File: config.mk
export PLATFORM = sky130hd
export DESIGN_NAME = xnorpop_seq
export DESIGN_NICKNAME = d
export VERILOG_FILES = /design/src/rtl/xnorseq_pkg.sv /design/src/rtl/xnorpop_count.sv /design/src/rtl/xnorpop_seq.sv
export SDC_FILE = /design/constraint.sdc
export NUM_CORES = 1
export LEC_CHECK = 0
export CAP_MARGIN = 10
export CORE_AREA = 2 2 461 463
export CTS_BUF_LIST = sky130_fd_sc_hd__clkbuf_8
export DETAILED_ROUTE_END_ITERATION = 16
export DIE_AREA = 0 0 463 465
export PLACE_DENSITY_LB_ADDON = 0.15
export SLEW_MARGIN = 20
export SYNTH_ARGS = -nofsm -noshare
export SYNTH_HDL_FRONTEND = slang
export SYNTH_SLANG_ARGS = --single-unit
File: constraint.sdc
create_clock -name clk -period 12.8 [get_ports clk]
set_input_delay 1.28 -clock clk [delete_from_list [all_inputs] [get_ports clk]]
set_output_delay 1.28 -clock clk [all_outputs]
set_load 0.03 [all_outputs]
File: src/rtl/xnorseq_pkg.sv
// Shared types and width helpers for the XNOR-popcount neuron sequencer.
// Latency: n/a (types and constant functions only).
// Backpressure: n/a.
//
// Contents: the sequencer state enum and constant functions that derive
// CNT_MAX / POP_W / ACC_W from POP_SIZE and MAX_CHUNKS.
// Optional feature macro: XNORSEQ_MAJ_EN (3-bit majority before popcount).
package xnorseq_pkg;

  typedef enum logic [1:0] {
    IDLE  = 2'd0,
    LOAD  = 2'd1,
    DRAIN = 2'd2,
    OUT   = 2'd3
  } state_t;

  // Largest count a single chunk can produce.
  function automatic int cnt_max(input int pop_size);
`ifdef XNORSEQ_MAJ_EN
    return pop_size / 3;
`else
    return pop_size;
`endif
  endfunction

  // +1 so that a count equal to a power of two still fits.
  function automatic int pop_w(input int pop_size);
    return $clog2(cnt_max(pop_size) + 1);
  endfunction

  function automatic int acc_w(input int pop_size, input int max_chunks);
    return $clog2(cnt_max(pop_size) * max_chunks + 1);
  endfunction

endpackage

File: src/rtl/xnorpop_count.sv
// XNOR match + optional 3-bit majority vote + popcount of one chunk.
// Latency: 0 cycles (purely combinational; the caller registers the result).
// Backpressure: none, no handshake.
//
// Ports:
//   a, w       POP_SIZE-bit activation and weight chunk
//   pop_count  number of matching bits (or majority groups), POP_W bits
// Optional feature macro: XNORSEQ_MAJ_EN -- count 3-bit groups with a
// majority of matches instead of individual matching bits.
module xnorpop_count
  import xnorseq_pkg::*;
#(
  parameter int POP_SIZE = 576
) (
  input  logic [POP_SIZE-1:0]           a,
  input  logic [POP_SIZE-1:0]           w,
  output logic [pop_w(POP_SIZE)-1:0]    pop_count
);

  localparam int CNT_MAX = cnt_max(POP_SIZE);
  localparam int POP_W   = pop_w(POP_SIZE);

  logic [POP_SIZE-1:0] match;
  logic [CNT_MAX-1:0]  cnt_bits;

  assign match = ~(a ^ w);

`ifdef XNORSEQ_MAJ_EN
  // Group g covers match bits 3g..3g+2; it counts when at least two agree.
  always_comb begin
    cnt_bits = '0;
    for (int g = 0; g < CNT_MAX; g++) begin
      cnt_bits[g] = (match[3*g]   & match[3*g+1]) |
                    (match[3*g]   & match[3*g+2]) |
                    (match[3*g+1] & match[3*g+2]);
    end
  end
`else
  assign cnt_bits = match;
`endif

  always_comb begin
    pop_count = '0;
    for (int i = 0; i < CNT_MAX; i++) begin
      pop_count = pop_count + POP_W'(cnt_bits[i]);
    end
  end

endmodule

File: src/rtl/xnorpop_seq.sv
// Binary-neuron sequencer: streams cfg_len chunks, accumulates XNOR-popcounts, thresholds the total.
// Latency: last accepted chunk to out_valid is 2 cycles; cfg_len=0 gives out_valid the cycle after start.
// Backpressure: in_ready only in LOAD (one chunk/cycle); result held on out_* until out_valid & out_ready.
//
// Ports:
//   clk, rst                 single clock, synchronous active-high reset
//   start, cfg_len,
//   cfg_thresh               job launch; length/threshold latched in IDLE
//   busy                     high whenever the sequencer is not idle
//   in_valid/in_ready,
//   in_a, in_w               chunk stream (activation, weight)
//   out_valid/out_ready,
//   out_sum, out_bit         accumulated count and out_sum >= threshold
// Optional feature macro: XNORSEQ_MAJ_EN (majority-of-3 counting, narrower widths).
module xnorpop_seq
  import xnorseq_pkg::*;
#(
  parameter int POP_SIZE   = 576,
  parameter int MAX_CHUNKS = 16,
  parameter int LEN_W      = $clog2(MAX_CHUNKS + 1)
) (
  input  logic                                  clk,
  input  logic                                  rst,
  input  logic                                  start,
  input  logic [LEN_W-1:0]                      cfg_len,
  input  logic [acc_w(POP_SIZE, MAX_CHUNKS)-1:0] cfg_thresh,
  output logic                                  busy,
  input  logic                                  in_valid,
  output logic                                  in_ready,
  input  logic [POP_SIZE-1:0]                   in_a,
  input  logic [POP_SIZE-1:0]                   in_w,
  output logic                                  out_valid,
  input  logic                                  out_ready,
  output logic [acc_w(POP_SIZE, MAX_CHUNKS)-1:0] out_sum,
  output logic                                  out_bit
);

  localparam int               POP_W   = pop_w(POP_SIZE);
  localparam int               ACC_W   = acc_w(POP_SIZE, MAX_CHUNKS);
  localparam logic [LEN_W-1:0] LEN_MAX = LEN_W'(MAX_CHUNKS);

  state_t           state;
  logic [LEN_W-1:0] len_q;
  logic [LEN_W-1:0] beat_cnt;
  logic [ACC_W-1:0] thresh_q;
  logic [ACC_W-1:0] acc;
  logic [POP_W-1:0] pop_q;
  logic [POP_W-1:0] pop_d;
  logic             pop_v;

  logic [LEN_W-1:0] len_sat;
  logic             beat;
  logic             last_beat;

  xnorpop_count #(
    .POP_SIZE (POP_SIZE)
  ) u_count (
    .a         (in_a),
    .w         (in_w),
    .pop_count (pop_d)
  );

  // Oversized lengths clamp instead of wrapping the beat counter.
  assign len_sat   = (cfg_len > LEN_MAX) ? LEN_MAX : cfg_len;
  // in_ready is a registered copy of "state == LOAD".
  assign beat      = in_valid & in_ready;
  assign last_beat = beat & (beat_cnt == len_q - LEN_W'(1));

  always_ff @(posedge clk) begin
    if (rst) begin
      state     <= IDLE;
      len_q     <= '0;
      thresh_q  <= '0;
      beat_cnt  <= '0;
      acc       <= '0;
      pop_q     <= '0;
      pop_v     <= 1'b0;
      busy      <= 1'b0;
      in_ready  <= 1'b0;
      out_valid <= 1'b0;
    end else begin
      // pop_v is a one-cycle strobe per accepted chunk.
      pop_v <= 1'b0;
      if (pop_v) begin
        acc <= acc + ACC_W'(pop_q);
      end

      case (state)
        IDLE: begin
          if (start) begin
            len_q    <= len_sat;
            thresh_q <= cfg_thresh;
            acc      <= '0;
            beat_cnt <= '0;
            busy     <= 1'b1;
            if (len_sat == '0) begin
              state     <= OUT;
              out_valid <= 1'b1;
            end else begin
              state    <= LOAD;
              in_ready <= 1'b1;
            end
          end
        end

        LOAD: begin
          if (beat) begin
            pop_q    <= pop_d;
            pop_v    <= 1'b1;
            beat_cnt <= beat_cnt + LEN_W'(1);
            if (last_beat) begin
              state    <= DRAIN;
              in_ready <= 1'b0;
            end
          end
        end

        // The last count is being added on this edge, so acc is final
        // when OUT is entered.
        DRAIN: begin
          if (pop_v) begin
            state     <= OUT;
            out_valid <= 1'b1;
          end
        end

        OUT: begin
          if (out_ready) begin
            state     <= IDLE;
            out_valid <= 1'b0;
            busy      <= 1'b0;
          end
        end

        default: begin
          state <= IDLE;
        end
      endcase
    end
  end

  // acc and thresh_q are frozen in OUT, so these hold steady while stalled.
  assign out_sum = out_valid ? acc : '0;
  assign out_bit = out_valid & (acc >= thresh_q);

endmodule
==> impl_metrics.csv <==
group,metric,value,unit
run_status,status,"complete, no violations",
critical_path,worstPathRequired,13.05,ns
drt,drt_drc_violations_left,0,
floorplan,core_area,0.211,mm^2
synth,synth_area_per_cell,10.3,um^2
drt,first_pass_iters,5,
global_routing,grt_pass1_wl,199000,um
clocking,max-clock-path-buffers,2,
floorplan,rows,169,
synth,async_flop_share,0,%
sta,max_freq,0.0930,GHz
critical_path,r2r_setup_slack,10.02,ns
clocking,cts_resized,0,
clocking,cts_hold_buf,0,
floorplan,start_util,10.7,%
placed_design,dp.cells,6189,
clocking,cts_made_buffers,5,
sta,period_share,84.0,%
synth,syn_area,0.0225,mm^2
placed_design,io_buffers,1193,
floorplan,die_h,465,um
sta,final-hold-violation-count,0,
drt,drtIter0Drc,546,
sta,period_minus_slack,10.75,ns
synth,ys_warn_count,0,
cells_and_area,layoutNonFillerInstCount,6219,
critical_path,slowest_stage,"fa_1",
sta,relSlewSlack,40.1,%
clocking,cts_tree,"yes",
floorplan,dieArea,0.215,mm^2
cells_and_area,final_cell_mix,"clkdlybuf4s50_1, inv_1, fa_1, xor2_1, xnor2_1",
drt,vias,18800,
cells_and_area,final_nets,5212,
floorplan,fp.dieW,463,um
synth,synth_edf_count,0,
critical_path,ff2ff_path_depth,6,
clocking,clockRootBuffer,"clkbuf_8",
floorplan,io_pins,1194,
placed_design,dpl.hpwl,147000,um
clocking,clkLatencyLatePin,0.34,ns
global_routing,grt_use_met3,4.73,%
drt,antenna_left,0,
critical_path,path_class,"in2reg",
synth,ys.flop_type,"dfxtp_1",
synth,synth-seq-cells,54,
sta,skew,0.0221,ns
global_routing,gr-usage-met2,24.9,%
cells_and_area,final_common_cell,"clkdlybuf4s50_1",
sta,worstMarginPinSlew,0.897,ns
drt,post_drt_wl_per_cell,24.2,um
critical_path,worstPathArrival,11.00,ns
job,maxCapViolations,0,
clocking,cts.sinks,54,
synth,synth_cell_types,46,
critical_path,startpoint_type,"input pin",
sta,setup_tns,0,ns
cells_and_area,area_delta_synth_final,69.2,%
synth,ys_seq_area_share,4.80,%
cells_and_area,fill_cells,23700,
placed_design,finalWeightedCongestion,0.890,
critical_path,cp_max_fo,2,
drt,drt_wl_total,151000,um
sta,setup_viol,0,
cells_and_area,design_area,0.0381,mm^2
sta,rsz0062_at_grt,"false",
worst_hold_path,hold_path.class,"reg2reg",
global_routing,grt_pass1_vias,21800,
critical_path,cp-end-kind,"register",
synth,synth_fp_nets,4024,
global_routing,grt_overflow,0,
global_routing,gr-max-usage-layer,"met2",
synth,netlist_instances,2187,
critical_path,cp_common_cell,"fa_1",
clocking,htree_levels,2,
clocking,postCtsSetupBuffers,0,
global_routing,grt_use_total,13.7,%
sta,timing.final.max_slew_violations,0,
global_routing,grt_util_met1,16.3,%
critical_path,slowest_delay,0.60,ns
placed_design,place_area,0.0380,mm^2
worst_hold_path,min_path_cells,2,
global_routing,antenna_found_initial,156,
drt,viasPerCell,3.03,
cells_and_area,drive_gt1_share,0.504,%
clocking,clk_pin_slew,0.11,ns
global_routing,grt_max_degree,40,
-- final timing paths --
check	from	end
setup reg to reg	state[0]	acc[6]
setup / recovery	in_a[532]	pop_q[8]
hold reg to reg	thresh_q[1]	thresh_q[1]
hold / removal	thresh_q[1]	thresh_q[1]
-- Yosys cell counts (4+ instances only) --
cell	number	area, um^2
inv_1	586	2200
fa_1	560	11200
xor2_1	356	3120
xnor2_1	237	2080
ha_1	101	1260
dfxtp_1	54	1080
nand2_1	53	199
a21oi_1	43	215
nor2_1	33	124
o21ai_0	17	85.1
and2_1	15	93.8
nand3_1	14	70.1
nor3_1	12	60.1
nand2b_1	11	68.8
clkbuf_1	10	37.5
nand4_1	8	50.1
o21a_1	8	60.1
a211oi_1	7	52.6
a21o_1	5	37.5
nand3b_1	5	37.5
nor2b_1	5	31.3
nor4_1	4	25.0
-- sequential cells by signal, summed over array words and instances, names as in the netlist --
name       flops
pop_q         10
thresh_q      14
pop_v          1
out_valid      1
acc           14
beat_cnt       5
busy           1
in_ready       1
len_q          5
state          2
-- logic make-up after synthesis --
group | after synthesis | share of synthesized area [%]
adder cells (fa/ha/maj) | 661 | 55.4
buffers and inverters | 602 | 10.0
XOR/XNOR | 593 | 23.1
AND/OR/NAND/NOR | 171 | 3.73
AO/OA/AOI/OAI | 103 | 2.84
flip-flops | 54 | 4.80
multiplexers | 3 | 0.139
-- per-layer routing --
metal  share of wire, %  vias to the layer above
met5               0.31                        -
met4               0.77                       84
met3                8.8                      215
met2                 50                      823
met1                 40                     8995
li1                   -                     8696
-- critical path, delay by kind of cell --
family | cells | cell delay [ns]
fa+ha+maj | 15 | 7.39
buf+inv | 10 | 1.08
compound gates | 4 | 0.79
xor+xnor | 1 | 0.24
simple gates | 2 | 0.23
-- area by class of cell --
cell class,count,area (um^2),share of cell area [%]
inverter,588,2210,5.79
multi-input combinational,1531,19200,50.3
clock inverter,3,25.0,0.0657
clock buffer,5,68.8,0.181
sequential,54,1080,2.84
timing repair buffer,1195,12000,31.4
antenna,22,55.1,0.144
tap,2821,3530,9.26
-- metrics by stage --
step / hold slack (ns) / worst slack, ns / util (%)
after detailed placement: 0.448 / 1.51 / 18.0
after global placement: 0.445 / 1.48 / 18.0
after global routing: 0.485 / 1.59 / 18.1
after floorplan: 0.436 / 2.86 / -
after CTS: 0.465 / 1.88 / 18.1
final: 0.462 / 2.05 / 18.1
Power is not shown: default switching activity piles up to over one toggle a cycle in this logic, so the estimate is an artifact.
